===== src/rtl/seq_detect_param.sv =====
// seq_detect_param: serial bit-pattern detector with elaboration-time KMP fallback table.
// Define SEQDET_COUNT_EN to add the saturating match_cnt output and its counter.
module seq_detect_param #(
   parameter int           N       = 8,
   parameter logic [N-1:0] PATTERN = 8'b01000101,
   parameter int           OVERLAP = 1,
   parameter int           CNT_W   = 8
) (
   input  logic                     clk,
   input  logic                     rst,
   input  logic                     bit_in,
   input  logic                     bit_valid,
   input  logic                     clear,
   output logic                     match,
   output logic [$clog2(N+1)-1:0]   prefix_len
`ifdef SEQDET_COUNT_EN
   ,
   output logic [CNT_W-1:0]         match_cnt
`endif
);
   localparam int PW   = $clog2(N+1);
   localparam int ROWS = 2**PW;

   if (N < 2 || N > 16) begin : g_bad_n
      $error("seq_detect_param: N must be in 2..16");
   end
   if (CNT_W < 1 || CNT_W > 16) begin : g_bad_cnt_w
      $error("seq_detect_param: CNT_W must be in 1..16");
   end

   // Longest pattern prefix that is a suffix of (first p pattern bits, then b).
   function automatic int kmp_step(int p, int b);
      int   res;
      logic ok;
      logic sb;
      res = 0;
      if (p < N) begin
         for (int k = 1; k <= p + 1; k++) begin
            ok = 1'b1;
            for (int i = 0; i < k; i++) begin
               sb = (p + 1 - k + i == p) ? (b != 0) : PATTERN[N-1-(p+1-k+i)];
               if (PATTERN[N-1-i] != sb) ok = 1'b0;
            end
            if (ok) res = k;
         end
      end
      return res;
   endfunction

   function automatic int border_len();
      int   res;
      logic ok;
      res = 0;
      for (int k = 1; k < N; k++) begin
         ok = 1'b1;
         for (int i = 0; i < k; i++) begin
            if (PATTERN[N-1-i] != PATTERN[k-1-i]) ok = 1'b0;
         end
         if (ok) res = k;
      end
      return res;
   endfunction

   localparam int BORDER = border_len();

   logic [PW-1:0] nxt_tbl [ROWS][2];
   logic          hit_tbl [ROWS][2];

   for (genvar g = 0; g < ROWS; g++) begin : g_row
      for (genvar b = 0; b < 2; b++) begin : g_bit
         localparam int K  = kmp_step(g, b);
         localparam int NX = (K == N) ? ((OVERLAP != 0) ? BORDER : 0) : K;
         assign nxt_tbl[g][b] = PW'(NX);
         assign hit_tbl[g][b] = (K == N);
      end
   end

   logic [PW-1:0] p_q;
   logic [PW-1:0] p_nxt;
   logic          match_q;
   logic          hit;

   always_ff @(posedge clk) begin
      if (rst) begin
         p_q     <= '0;
         match_q <= 1'b0;
      end else begin
         p_q     <= p_nxt;
         match_q <= hit;
      end
   end

   // clear overrides any accepted bit, including one that would complete the pattern
   always_comb begin
      p_nxt = p_q;
      hit   = 1'b0;
      if (bit_valid) begin
         p_nxt = nxt_tbl[p_q][bit_in];
         hit   = hit_tbl[p_q][bit_in];
      end
      if (clear) begin
         p_nxt = '0;
         hit   = 1'b0;
      end
   end

   always_comb begin
      prefix_len = p_q;
      match      = match_q;
   end

`ifdef SEQDET_COUNT_EN
   function automatic logic [CNT_W-1:0] sat_inc(logic [CNT_W-1:0] c);
      return (&c) ? c : c + 1'b1;
   endfunction

   logic [CNT_W-1:0] cnt_q;

   always_ff @(posedge clk) begin
      if (rst || clear) cnt_q <= '0;
      else if (hit)     cnt_q <= sat_inc(cnt_q);
   end

   always_comb match_cnt = cnt_q;
`endif

endmodule


===== config.mk =====
export PLATFORM = sky130hd
export DESIGN_NAME = seq_detect_param
export DESIGN_NICKNAME = d
export VERILOG_FILES = /design/src/rtl/seq_detect_param.sv
export SDC_FILE = /design/constraint.sdc
export NUM_CORES = 1
export LEC_CHECK = 0
export BUFFER_PORTS_ARGS = -buffer_cell sky130_fd_sc_hd__buf_2
export CAP_MARGIN = 15
export CORE_AREA = 2 2 39 41
export DETAILED_ROUTE_END_ITERATION = 12
export DIE_AREA = 0 0 41 43
export PLACE_DENSITY = 0.33
export SLEW_MARGIN = 20
export SYNTH_ARGS = -nofsm -noshare
export SYNTH_HDL_FRONTEND = slang
export SYNTH_SLANG_ARGS = --single-unit

===== constraint.sdc =====
create_clock -name clk -period 1.05 [get_ports clk]
set_input_delay 0 -clock clk [delete_from_list [all_inputs] [get_ports clk]]
set_output_delay 0 -clock clk [all_outputs]
set_load 0.05 [all_outputs]

### Word level (Yosys, flattened, before mapping)

Memory sizes are Yosys's and may differ from the RTL's.
Index checks and enable logic that the tools add are counted.

* flip-flop bits (word level): 5
* bits in read-only memories: 160
* bits of input ports: 5
* output and inout bits: 5
* memories kept: 2

* order comparisons: 2
* multiplexer cells: 10
* bitwise gates (word level): 3
* reductions and logical operators: 2

Memory list
* (no name shown): words 16, bits a word 8, read ports 1, clocked after Yosys merged registers in 0, wr ports 0, RTL line 98 `p_nxt = nxt_tbl[p_q][bit_in];`
* (no name shown): words 16, bits a word 2, read ports 1, clocked after Yosys merged registers in 0, wr ports 0, RTL line 99 `hit = hit_tbl[p_q][bit_in];`

Operators with widths (count)
* two-way mux 8 bit: 2
* two-way mux 4 bit: 3
* greater-or-equal comparator 5 bit, second input constant: 1
* inverter 4 -> 5 bit: 1
* two-way mux 2 bit: 2
* two-way mux 1 bit: 3
* OR reduction 3 bit: 1
* greater-or-equal comparator 2 bit, second input constant: 1
* inverter 1 -> 2 bit: 1
* OR reduction 2 bit: 1
* inverter 1 bit: 1

### Longest topological paths before layout

Gate-level depths: netlist (run 1).

* depth in word-level cells: 7
* gate-level depth with buffers: 3

### Worst setup path before layout (run 1)

Ideal clock, no wire load.

* kind: register to register
* start: reg (tool-made name)
* end: reg p_q[1] (netlist: prefix_len[1])
* setup time: 0.070 ns
* data arrival time: 1.059 ns
* required time: 0.980 ns
* slack: -0.079 ns
* stages on the path, launching flop included: 4
* clock period less this slack: 1.129 ns
* cell sequence: dfxtp_1 > nor2b_1 > o21bai_1 > a21boi_1

RTL lines
* end signal: assignment: RTL line 88 `p_q <= p_nxt;`
* end: declaration: RTL line 78 `logic [PW-1:0] p_q;`

### Worst setup path in the final report (run 1)

* start: reg p_q[0] (netlist: prefix_len[0])
* end: out prefix_len[0]

RTL lines
* end: declaration: RTL line 15 `output logic [$clog2(N+1)-1:0] prefix_len`

No word-level cell between the ends.

==> results of run 1 <==
[path summary, 6_finish.rpt]
| kind | from | endpoint | slack, ns | cells after the start |
|---|---|---|---|---|
| max | prefix_len[0] | prefix_len[0] | 0.16 | 1 |
| min | bit_valid | match | 0.06 | 3 |
| max reg2reg | prefix_len[1] | register | 0.25 | 3 |
| min reg2reg | register | match | 0.46 | 2 |
[cell usage in the layout, fill, tap and decap left out, drive strengths merged]
master	netlist	routed
buf	1	8
dfxtp	4	4
nand2	3	3
clkbuf	0	3
o21ai	2	2
a21oi	2	2
nand3	2	2
dlygate4sd3	0	2
nor2b	1	1
o21bai	1	1
nor2	1	1
a21boi	1	1
mux2i	1	1
nor3	1	1
nor4	1	1
and3b	1	1
conb	1	1
[layer usage]
layer | share of wire, % | track usage, % | routed length [µm] | up-vias
met1 | 51 | 7.348 | 235 | 88
li1 | - | - | - | 105
met4 | 0 | 8.000 | 0 | 0
met3 | 6.1 | 4.712 | 28 | 0
met5 | 0 | 0 | 0 | -
met2 | 42 | 7.187 | 194 | 8
[logic make-up (layout without fill, tap and decap cells)]
family,Yosys count,in the layout
DFF,4,4
other,1,1
buffers and inverters,1,13
and+or+nand+nor,10,10
AOI/OAI and AO/OA,6,6
muxes,1,1
[per-stage QoR]
| step | util [%] | setup WS (ns) | power, mW |
|---|---|---|---|
| 2_1_floorplan | - | 0.1023 | 0.1846 |
| 3_3_place_gp | 17.63 | 0.2300 | 0.1979 |
| 3_5_place_dp | 17.63 | 0.2471 | 0.1977 |
| 4_1_cts | 20.71 | 0.1454 | 0.4029 |
| 5_1_grt | 20.71 | 0.1089 | 0.4228 |
| 6_report | 20.71 | 0.1554 | 0.3925 |
[area by class of cell]
cell class / instances / share of cell area [%]
Clock buffer: 3 / 7.860
Multi-Input combinational cell: 18 / 34.93
Sequential cell: 4 / 29.26
Tap cell: 16 / 6.987
Timing Repair Buffer: 10 / 20.96
[cells in the mapped netlist]
master    n
dfxtp_1   4
nand3_1   2
o21bai_1  1
a21boi_1  1
buf_4     1
a21oi_1   2
nand2_1   3
nor4_1    1
and3b_1   1
mux2i_1   1
conb_1    1
nor2_1    1
nor3_1    1
nor2b_1   1
o21ai_1   2
[power breakdown]
group | switching, mW | internal (mW)
Clock | 0.0631 | 0.128
Sequential | 0.00254 | 0.155
Combinational | 0.0274 | 0.0171
Total | 0.0931 | 0.299
==> impl_metrics.tcl, run 1 <==
set metrics [dict create \
    status "complete, no violations" \
    period_needed_ns 0.8946 \
    whs_ns 0.05935 \
    worstPathArrival_ns 0.89 \
    final_cells 51 \
    num_vias 201 \
    first_pass_iters 4 \
    critical_path_class "reg2out" \
    hold_class "in2reg" \
    cts-htree-levels 1 \
    required_ns 1.05 \
    maxCapViolCount 0 \
    p_per_area_nw_per_um2 1370 \
    synthCells 23 \
    start_util_pct 13.56 \
    cts_sinks 4 \
    post_cts_buffers 0 \
    syn_avg_cell_area_um2 8.160 \
    cts_max_path_buffers 2 \
    rsz0062_at_grt "no" \
    drc 0 \
    area_growth_pct 52.67 \
    synth_area_leader_cell "dfxtp_1" \
    coreArea_um2 1384 \
    cts-buffers-inserted 3 \
    syn_area_um2 187.7 \
    antenna_found_initial 0 \
    synth_top_family_by_area "simple AND/OR/NAND/NOR gates" \
    path_max_fanout 7 \
    p_leak_nw 0.1336 \
    grt_max_degree 8 \
    synthTopCellsByArea "dfxtp_1 43%, nand2_1 6.0%, a21oi_1 5.3%, mux2i_1 5.3%, nand3_1 5.3%" \
    setup-violations-final 0 \
    fmax_mhz 1118 \
    ant_nets 0 \
    via_per_inst 3.941 \
    fin_area_um2 286.5 \
    multi_input_area_um2 100.1 \
    drt-total-wl_um 458 \
    nets 42 \
    wire_per_inst_um 8.980 \
    yosys.area_share.simple_pct 27.33 \
    place_area_um2 244.0 \
    finalSetupTns_ns 0 \
    path_buf_inv 1 \
    cts_tree "built" \
    rows 14 \
    drive_gt1_share_pct 40.00 \
    seq_area_um2 83.83 \
    synth_warnings 0 \
    die_w_um 41 \
    netlist-cell-type-count 15 \
    io_buffers 8 \
    drv_slew 0 \
    finalWeightedCongestion 0.6674 \
    synth-compound-area-share_pct 18.67 \
    dp.cells 46 \
    cp_cell_sequence "buf_2" \
    synth_xor_area_share_pct 0 \
    first_global_vias 168 \
    cts_resized 0 \
    yosysSeqAreaShare_pct 42.67 \
    ir_drop_v 0.0003348 \
    timing.final.hold_violations 0 \
    die_h_um 43 \
    cts_hold_buffers 2 \
    antenna_cells 0 \
    synth_fp_nets 28 \
    grt_usage_pct 6.713 \
    fin_crit_sh_pct 85.20 \
    critPathMaxStageDelay_ns 0.38 \
    first_iter_violations 4 \
    insertion_delay_ns 0.23 \
    path_clk_slew_ns 0.04 \
    io_pins 10 \
    fill_cells 149 \
    critPathTopFamily "flip-flops" \
    clock_skew_ns 0.0008557 \
    yosys.area_share.adder_pct 0 \
    synth_top_area_share_pct 42.67 \
    cp_slowest_cell "dfxtp_2" \
    root_buffer "clkbuf_4" \
    overflow 0 \
    muxShareOfSynthArea_pct 5.333 \
    grt_pass1_wl_um 703 \
    cp-start-kind "register" \
    ys_ff_latch 4 \
    die_area_um2 1763 \
    end_kind "output pin" \
]
No activity file was read; power rests on OpenSTA's default activity.
==> run 2: changes to the inputs <==
--- a/config.mk
+++ b/config.mk
@@ -11,6 +11,7 @@
 export DETAILED_ROUTE_END_ITERATION = 12
 export DIE_AREA = 0 0 41 43
 export PLACE_DENSITY = 0.33
+export RECOVER_POWER = 100
 export SLEW_MARGIN = 20
 export SYNTH_ARGS = -nofsm -noshare
 export SYNTH_HDL_FRONTEND = slang
==> impl_metrics.tcl, run 2 (same netlist as run 1, synthesis figures left out) <==
set metrics [dict create \
    status "complete, no violations" \
    p_per_area_nw_per_um2 1374 \
    clock_skew_ns 0.0008323 \
    path_clk_slew_ns 0.04 \
    busiest_layer "met4" \
    final_cells 51 \
    io_pins 10 \
    cp-startpoint "prefix_len[0]" \
    cp_slowest_cell "dfxtp_2" \
    required_ns 1.05 \
    wire_per_inst_um 8.902 \
    drc 0 \
    setup-violations-final 0 \
    cts_max_path_buffers 2 \
    fin_area_um2 285.3 \
    first_iter_violations 4 \
    multi_input_area_um2 100.1 \
    hp-start "bit_valid" \
    cp-start-kind "register" \
    coreArea_um2 1384 \
    die_h_um 43 \
    hold_class "in2reg" \
    final_common_cell "clkbuf_2" \
    grt_usage_pct 6.713 \
    fill_cells 150 \
    cts-htree-levels 1 \
    place_area_um2 244.0 \
    dp.cells 46 \
    ir_drop_v 0.0003345 \
    critical_path_class "reg2out" \
    cts-buffers-inserted 3 \
    antenna_cells 0 \
    fmax_mhz 1096 \
    die_w_um 41 \
    worstPathArrival_ns 0.91 \
    path_buf_inv 1 \
    fin_crit_sh_pct 86.86 \
    die_area_um2 1763 \
    timing.final.hold_violations 0 \
    area_growth_pct 52.00 \
    nets 42 \
    period_needed_ns 0.9120 \
    gr-usage-met1_pct 7.348 \
    critPathTopFamily "flip-flops" \
    met2_usage_pct 7.187 \
    final_cell_mix "4 x clkbuf_2, 3 x nand2_1, 3 x dfxtp_2, 3 x clkbuf_4, 3 x buf_2" \
    grt_max_degree 8 \
    antenna_found_initial 0 \
    path_max_fanout 7 \
    overflow 0 \
    start_util_pct 13.56 \
    cts_tree "built" \
    num_vias 202 \
    finalSetupTns_ns 0 \
    endpoint "prefix_len[0]" \
    finalWeightedCongestion 0.6674 \
    cts_sinks 4 \
    rows 14 \
    first_pass_iters 4 \
    drv_slew 0 \
    rsz0062_at_grt "no" \
    io_buffers 8 \
    cp_cell_sequence "clkbuf_2" \
    maxCapViolCount 0 \
    path_depth 1 \
    fin_util_pct 20.61 \
    use_met3_pct 4.712 \
    first_global_vias 168 \
    root_buffer "clkbuf_4" \
    regToRegSetupSlack_ns 0.23 \
    drive_gt1_share_pct 37.14 \
    end_kind "output pin" \
    seq_area_um2 83.83 \
    insertion_delay_ns 0.23 \
    critPathMaxStageDelay_ns 0.38 \
    worst_r2r_path_depth 3 \
    p_leak_nw 0.1274 \
    via_per_inst 3.961 \
    ant_nets 0 \
    grt_pass1_wl_um 703 \
    drt-total-wl_um 454 \
    cts_resized 0 \
    r2r-end "prefix_len[1]" \
]
-- run 2: cell count changes in the layout (fill, tap and decap cells not counted), sizes merged --
cell and change:
clkbuf +5, buf -5
-- run 2: how the worst min path moves through the flow --
stage	end	depth (start not counted)
5_1_grt	match	3
4_1_cts	match	3
2_1_floorplan	prefix_len[0]	1
3_5_place_dp	prefix_len[0]	2
6_report	match	3
3_3_place_gp	prefix_len[0]	2
-- run 2: worst reg2reg max path, stage by stage (launching register included) --
cell and delay, ns:
dfxtp_2 0.33, nor2b_1 0.17, o21bai_1 0.08, a21boi_0 0.16
-- run 2: stage by stage --
| step | setup slack, ns | hold slack, ns | power (mW) |
|---|---|---|---|
| after floorplan | 0.1023 | 0.06936 | 0.1846 |
| after global placement | 0.2300 | 0.1965 | 0.1979 |
| after detailed placement | 0.2471 | 0.1930 | 0.1977 |
| after CTS | 0.1454 | 0.05045 | 0.4029 |
| after global routing | 0.09195 | 0.06258 | 0.4220 |
| final | 0.1380 | 0.06515 | 0.3919 |
-- run 2: report_power, final --
| part | leakage, nW | internal, mW | switching (mW) |
|---|---|---|---|
| Combinational | 0.0798 | 0.0164 | 0.0275 |
| Sequential | 0.0338 | 0.155 | 0.00262 |
| Clock | 0.0138 | 0.128 | 0.0631 |
| Total | 0.127 | 0.299 | 0.0931 |
-- run 2: layout make-up --
| class | instances | share of cell area (%) |
|---|---|---|
| repair buffers | 10 | 20.61 |
| well taps | 16 | 7.018 |
| multi-input cells | 18 | 35.09 |
| flip-flops and latches | 4 | 29.39 |
| clock buffers | 3 | 7.895 |
-- run 2: metal layers --
| layer | part of all wire, % | vias to the layer above |
|---|---|---|
| met5 | 0 | - |
| met4 | 0 | 0 |
| met3 | 6.6 | 0 |
| met2 | 43 | 8 |
| met1 | 50 | 90 |
| li1 | - | 104 |
-- run 2: repair_timing --
action,4_1_cts,5_1_grt
setup buffers,0,0
hold endpoints to repair,2,0
endpoints found under the setup margin,0,0
hold buffers,2,0
